[src/rtl/sync_fifo_param.sv]
// sync_fifo_param: single-clock parametrised FIFO with occupancy count,
// programmable almost-full/almost-empty flags, optional first-word-fall-through
// read port, synchronous flush, overflow/underflow pulses and a high watermark.
module sync_fifo_param #(
    parameter int DSIZE     = 8,
    parameter int ASIZE     = 4,
    parameter int AFULL_TH  = 2**ASIZE - 2,
    parameter int AEMPTY_TH = 2,
    parameter int FWFT      = 0
) (
    input  logic             clk,
    input  logic             rst,
    input  logic             flush,
    input  logic [DSIZE-1:0] wdata,
    input  logic             winc,
    output logic             wfull,
    output logic             almost_full,
    output logic             werr,
    input  logic             rinc,
    output logic [DSIZE-1:0] rdata,
    output logic             rempty,
    output logic             almost_empty,
    output logic             rerr,
    output logic [ASIZE:0]   count,
    output logic [ASIZE:0]   hwm
);
    localparam int             DEPTH    = 1 << ASIZE;
    localparam logic [ASIZE:0] DEPTH_C  = (ASIZE+1)'(DEPTH);
    localparam logic [ASIZE:0] AFULL_C  = (ASIZE+1)'(AFULL_TH);
    localparam logic [ASIZE:0] AEMPTY_C = (ASIZE+1)'(AEMPTY_TH);

    logic [DSIZE-1:0] mem [DEPTH];
    logic [ASIZE-1:0] wptr, rptr;
    logic [ASIZE:0]   cnt_q, cnt_nxt;
    logic             wa, ra;

    // All flags decode straight from the count register, so they move on the
    // same edge as count; pointer equality is never used for full/empty.
    assign count        = cnt_q;
    assign wfull        = (cnt_q == DEPTH_C);
    assign rempty       = (cnt_q == '0);
    assign almost_full  = (cnt_q >= AFULL_C);
    assign almost_empty = (cnt_q <= AEMPTY_C);

    // Acceptance is judged on pre-edge full/empty only.
    assign wa = winc & ~wfull;
    assign ra = rinc & ~rempty;

    // Next occupancy; flush wins over any request in the same cycle.
    always_comb begin
        cnt_nxt = cnt_q;
        if (flush)
            cnt_nxt = '0;
        else if (wa && !ra)
            cnt_nxt = cnt_q + (ASIZE+1)'(1);
        else if (ra && !wa)
            cnt_nxt = cnt_q - (ASIZE+1)'(1);
    end

    // Storage array; contents survive reset and flush.
    always_ff @(posedge clk) begin
        if (!rst && !flush && wa)
            mem[wptr] <= wdata;
    end

    // Pointers, count, error pulses and high watermark.
    always_ff @(posedge clk) begin
        if (rst) begin
            wptr  <= '0;
            rptr  <= '0;
            cnt_q <= '0;
            werr  <= 1'b0;
            rerr  <= 1'b0;
            hwm   <= '0;
        end else begin
            cnt_q <= cnt_nxt;
            if (cnt_nxt > hwm)
                hwm <= cnt_nxt;
            if (flush) begin
                wptr <= '0;
                rptr <= '0;
                werr <= 1'b0;
                rerr <= 1'b0;
            end else begin
                if (wa) wptr <= wptr + ASIZE'(1);
                if (ra) rptr <= rptr + ASIZE'(1);
                werr <= winc & wfull;
                rerr <= rinc & rempty;
            end
        end
    end

    generate
        if (FWFT != 0) begin : g_fwft
            // Head word is shown combinationally; zero while empty.
            assign rdata = rempty ? '0 : mem[rptr];
        end else begin : g_reg
            logic [DSIZE-1:0] rdata_q;
            // Registered read: capture the head word on each accepted pop.
            always_ff @(posedge clk) begin
                if (rst)
                    rdata_q <= '0;
                else if (!flush && ra)
                    rdata_q <= mem[rptr];
            end
            assign rdata = rdata_q;
        end
    endgenerate
endmodule

[config.mk]
export PLATFORM = sky130hd
export DESIGN_NAME = sync_fifo_param
export DESIGN_NICKNAME = d
export VERILOG_FILES = /design/src/rtl/sync_fifo_param.sv
export SDC_FILE = /design/constraint.sdc
export NUM_CORES = 1
export LEC_CHECK = 0
export CORE_UTILIZATION = 59
export DETAILED_ROUTE_END_ITERATION = 7
export GPL_TIMING_DRIVEN = 0
export PLACE_DENSITY_LB_ADDON = 0.08
export SETUP_SLACK_MARGIN = 0.3
export SYNTH_ARGS = -nofsm -noshare
export SYNTH_HDL_FRONTEND = slang
export SYNTH_SLANG_ARGS = --single-unit
[constraint.sdc]
create_clock -name clk -period 4 [get_ports clk]
set_input_delay 1.2 -clock clk [delete_from_list [all_inputs] [get_ports clk]]
set_output_delay 1.2 -clock clk [all_outputs]
set_load 0.1 [all_outputs]
======== Word-level counts from Yosys, hierarchy flattened ========
Memories as Yosys holds them, arrays and structs flattened. A register that Yosys moved wholly into a read port is not among the register bits.
Index checks and enable logic that the tools add are counted.
operators by class
  multiplexer cells ....................... 5
  bitwise logic cells ..................... 6
  $mul .................................... 0
  shifts and indexed selects .............. 0
  equal/unequal tests ..................... 1
  magnitude comparators ................... 3
  reduce and logical (&&, ||, !) cells .... 11
  add/subtract/negate cells ............... 4
  div/mod/pow operators ................... 0
operators with widths
  operator               number
  $mux W5                3
  $add A4 B1 Y4 const B  2
  $add A5 B1 Y5 const B  1
  $eq A5 B5 Y1 const B   1
  $ge A5 B4 Y1 const B   1
  $gt A5 B5 Y1           1
  $le A5 B2 Y1 const B   1
  $logic_and A1 B1 Y1    5
  $logic_not A5 Y1       1
  $sub A5 B1 Y5 const B  1
  $and A1 B1 Y1          4
  $logic_not A1 Y1       4
  $mux W1                2
  $not A1 Y1             2
  $reduce_or A2 Y1       1
storage, ports and cells
  RAM bits ................................ 128
  flip-flop bits (word level) ............. 20
  latch bits .............................. 0
  ROM bits ................................ 0
  memories kept ........................... 1
  output and inout bits ................... 24
  input bits .............................. 13
  word-level logic and storage cells ...... 37
memories
  name  depth  width  rd ports  clocked after Yosys merged registers in  write ports  line  RTL
  mem   16     8      1         1                                        1            32    logic [DSIZE-1:0] mem [DEPTH];

======== Depth between registers and ports, before layout ========
  depth in word-level cells ............... 9
  gate-level depth with buffers ........... 14
  gate-level depth less buffers ........... 14

======== Least setup slack after synthesis ========
Ideal clock, no wire load.
  kind .................................... register to output
  start ................................... register cnt_q[1] (netlist: count[1])
  end ..................................... output port almost_empty
  buffers on the path ..................... 0
  arrival ................................. 5575 ps
  stages on the path, launching flop included .. 2
  data required time ...................... 2800 ps
  path slack .............................. -2775 ps
  path through ............................ dfxtp_1 a2111oi_0
between the ends
  word-level cells in the longest chain between the ends .. 1
ends and longest elaborated chain
  what                    line  RTL
  from (decl)             34    logic [ASIZE:0] cnt_q, cnt_nxt;
  from (signal assigned)  76    cnt_q <= cnt_nxt;
  $le A5 B2 Y1            43    assign almost_empty = (cnt_q <= AEMPTY_C);
  to (decl)               22    output logic almost_empty,
Every way passes these cells.

======== Worst setup path after layout ========
  start ................................... register cnt_q[0] (netlist: count[0])
  end ..................................... output port rempty
between the ends
  word-level cells in the longest chain between the ends .. 1
ends and longest elaborated chain
  what              line  RTL
  $logic_not A5 Y1  41    assign rempty = (cnt_q == '0);
  to (decl)         21    output logic rempty,
Every way passes these cells.

==> impl_metrics.yaml <==
outcome:
  status: "completed"
worst_setup_path:
  r2r-end: "hwm[2]"
  crit_end: "rempty"
  worst-setup-path-type: "reg2out"
  r2r-start: "count[0]"
  required_ns: 2.80
  cp-start-kind: "flop"
  rr_worst_depth: 13
  reg2reg_slack_ns: 0.67
  crit_arrival_ns: 2.35
  path_max_fanout: 6
  crit_start: "count[0]"
  endpoint_kind: "primary output"
pwr:
  combinationalPowerShare_pct: 5.7
  vdd_drop_max_mv: 0.325
  leakage_nw: 2.38
  p_int_mw: 2.71
  sw_frac_of_total_pct: 22.3
  p_sw_uw: 776
  clockPowerShare_pct: 43.5
  total_power_mw: 3.49
  power.density_nw_per_um2: 470
  seqPwrFrac_pct: 50.8
sta:
  worst_pin_slew_ns: 1.29
  skew_ns: 0.00863
  max_slew_margin_pct: 13.0
  drv_slew: 0
  hold_viol: 0
  tns_ns: 0
  final.min_clock_period_ns: 3.55
  finalCritPeriodShare_pct: 88.7
  max_freq_mhz: 282
  rsz0062_at_grt: "no"
  setup_violations: 0
detailed_routing:
  met2WireLength_mm: 6.15
  routedWlPerCell_um: 21.2
  top_layer_used: "met4"
  first_iter_violations: 291
  wl_met1_mm: 5.06
  routed_via_density: 6.06
  wl_met3_um: 974
  drtPass1Iterations: 5
  postRouteAntennaNets: 0
  wl_mm: 12.4
  vias: 3543
  remaining_drc_errors: 0
final_layout:
  antenna_cells: 0
  area_growth_pct: 18.0
  multi_input_area_um2: 1810
  final-seq-area_um2: 4420
  layout-drive-gt1-share_pct: 19.2
  nets: 462
  nFillCells: 646
cts:
  clock_path_buffers: 2
  cts_tree: "yes"
  cts-htree-levels: 4
  numClockSinks: 156
  clock_latency_ns: 0.53
  cts_root_buffer: "clkbuf_8"
  cts_inserted_buffers: 17
  cts_setup_buffers: 0
  cts.clk_slew.worst_paths_ns: 0.06
floorplanning:
  start_util_pct: 61.0
  core_area_um2: 10300
  io_pins: 37
  row_count: 37
  die_area_um2: 11100
  die_x_um: 105
  die_h_um: 105
global_routing:
  grt.overflow.total: 0
  grt_max_degree: 17
  grt.total_usage_pct: 25.1
  grt_antenna_before_repair: 0
  grt_pass1_vias: 3561
  grt_pass1_wl_mm: 19.7
yosys:
  yosysSeqAreaShare_pct: 70.0
  yosys-top-cells-area: "edfxtp_1, mux4_2, dfxtp_1, ha_1, nor2_1"
  synth_area_per_cell_um2: 16.4
  synthArstFlopShare_pct: 0
  synthCells: 383
  yosysUniqueCellTypes: 40
  yosysMostFrequentCell: "edfxtp_1"
  synth_area_um2: 6290
  synth.net_count: 409
  yosysTopAreaCell: "edfxtp_1"
  synth_common_cells: "edfxtp_1, nor2_1, mux4_2"
  yosysWarnings: 0
  synth-seq-cells: 156
  ys.flop_type: "edfxtp_1"
  synth_edf_count: 128
  synth_top_area_share_pct: 61.1
placement:
  dp_hpwl_mm: 8.26
  io_buffers: 34
  place_congestion: 0.801
min_path:
  hold_class: "reg2reg"
flow_run:
  max_cap_violations: 0
[kinds of logic (layout without fill, tap and decap cells)]
kind of cell	after synthesis	in the layout	synth area share, %
xor gates and xnor gates	9	9	1.25
adders and majority gates	13	13	2.59
DFF	156	156	70.0
and+or+nand+nor	87	87	6.56
AOI/OAI and AO/OA	53	53	5.99
buffers and inverters	32	98	2.01
muxes	33	33	11.6
[stage by stage]
stage	utilization [%]	hold slack (ns)	instance area (um^2)	instances	setup WS [ns]
3_3_place_gp	66.3	0.471	6840	553	-0.0978
2_1_floorplan	-	0.494	6330	383	0.322
3_5_place_dp	66.3	0.480	6840	553	-0.101
4_1_cts	71.7	0.494	7400	585	0.304
6_report	71.9	0.491	7420	585	0.452
5_1_grt	71.9	0.521	7420	585	0.305
[critical path, stage by stage (launching register included)]
cell and delay (ns):
dfxtp_4 0.37, inv_1 0.11, ha_1 0.22, or4b_4 0.54
clkinvlp_4 0.14, buf_2 0.43
[layout make-up]
| type | instances | area share [%] |
|---|---|---|
| Inverter | 12 | 0.657 |
| Clock inverter | 14 | 1.94 |
| Multi-Input combinational cell | 195 | 24.4 |
| Buffer | 20 | 1.10 |
| Tap cell | 136 | 2.29 |
| Clock buffer | 18 | 5.63 |
| Timing Repair Buffer | 34 | 4.52 |
| Sequential cell | 156 | 59.5 |
[how the worst min path moves through the flow]
stage                         from  endpoint  slack [ns]  cells past startpoint
after floorplan            rptr[1]   rptr[1]        0.49                      2
after global placement    rdata[2]  rdata[2]        0.47                      2
after detailed placement  rdata[4]  rdata[4]        0.48                      2
after CTS                 rdata[4]  rdata[4]        0.49                      2
after global routing      rdata[5]  rdata[5]        0.52                      2
final                       hwm[4]    hwm[4]        0.49                      2
[power groups by stage]
stage	clock [mW]	sequential (mW)	combinational [mW]
floorplan	0	1.84	0.0924
global placement	0	1.81	0.195
detailed placement	0	1.81	0.197
CTS	1.53	1.77	0.198
global route	1.60	1.77	0.212
finish	1.52	1.77	0.198
[state kept, by name, indices dropped and copies added, names as in the netlist]
name,count
rptr,4
rerr,1
count,5
werr,1
hwm,5
rdata,8
wptr,4
mem,128
[routing by layer]
metal / track usage (%) / vias up
li1: - / 1597
met4: 9.26 / 0
met5: 0 / -
met3: 6.80 / 17
met1: 34.6 / 1761
met2: 39.0 / 168
[timing repair]
item	in CTS	in global routing
hold buffers	0	0
resized for setup	5	9
setup endpoints to repair	2	41
[cells in the final DEF (no fill, tap or decap), types with 6 or more instances in the layout]
cell and n:
inv_1 11, buf_2 6, clkdlybuf4s50_1 30, nand2_1 13, edfxtp_1 128, nor2_1 41
a21oi_1 20, clkbuf_1 12, mux4_2 32, a22oi_1 18, ha_1 13, clkbuf_16 16
dfxtp_1 23, nor3_1 7
No activity file was read; power rests on OpenSTA's default activity.
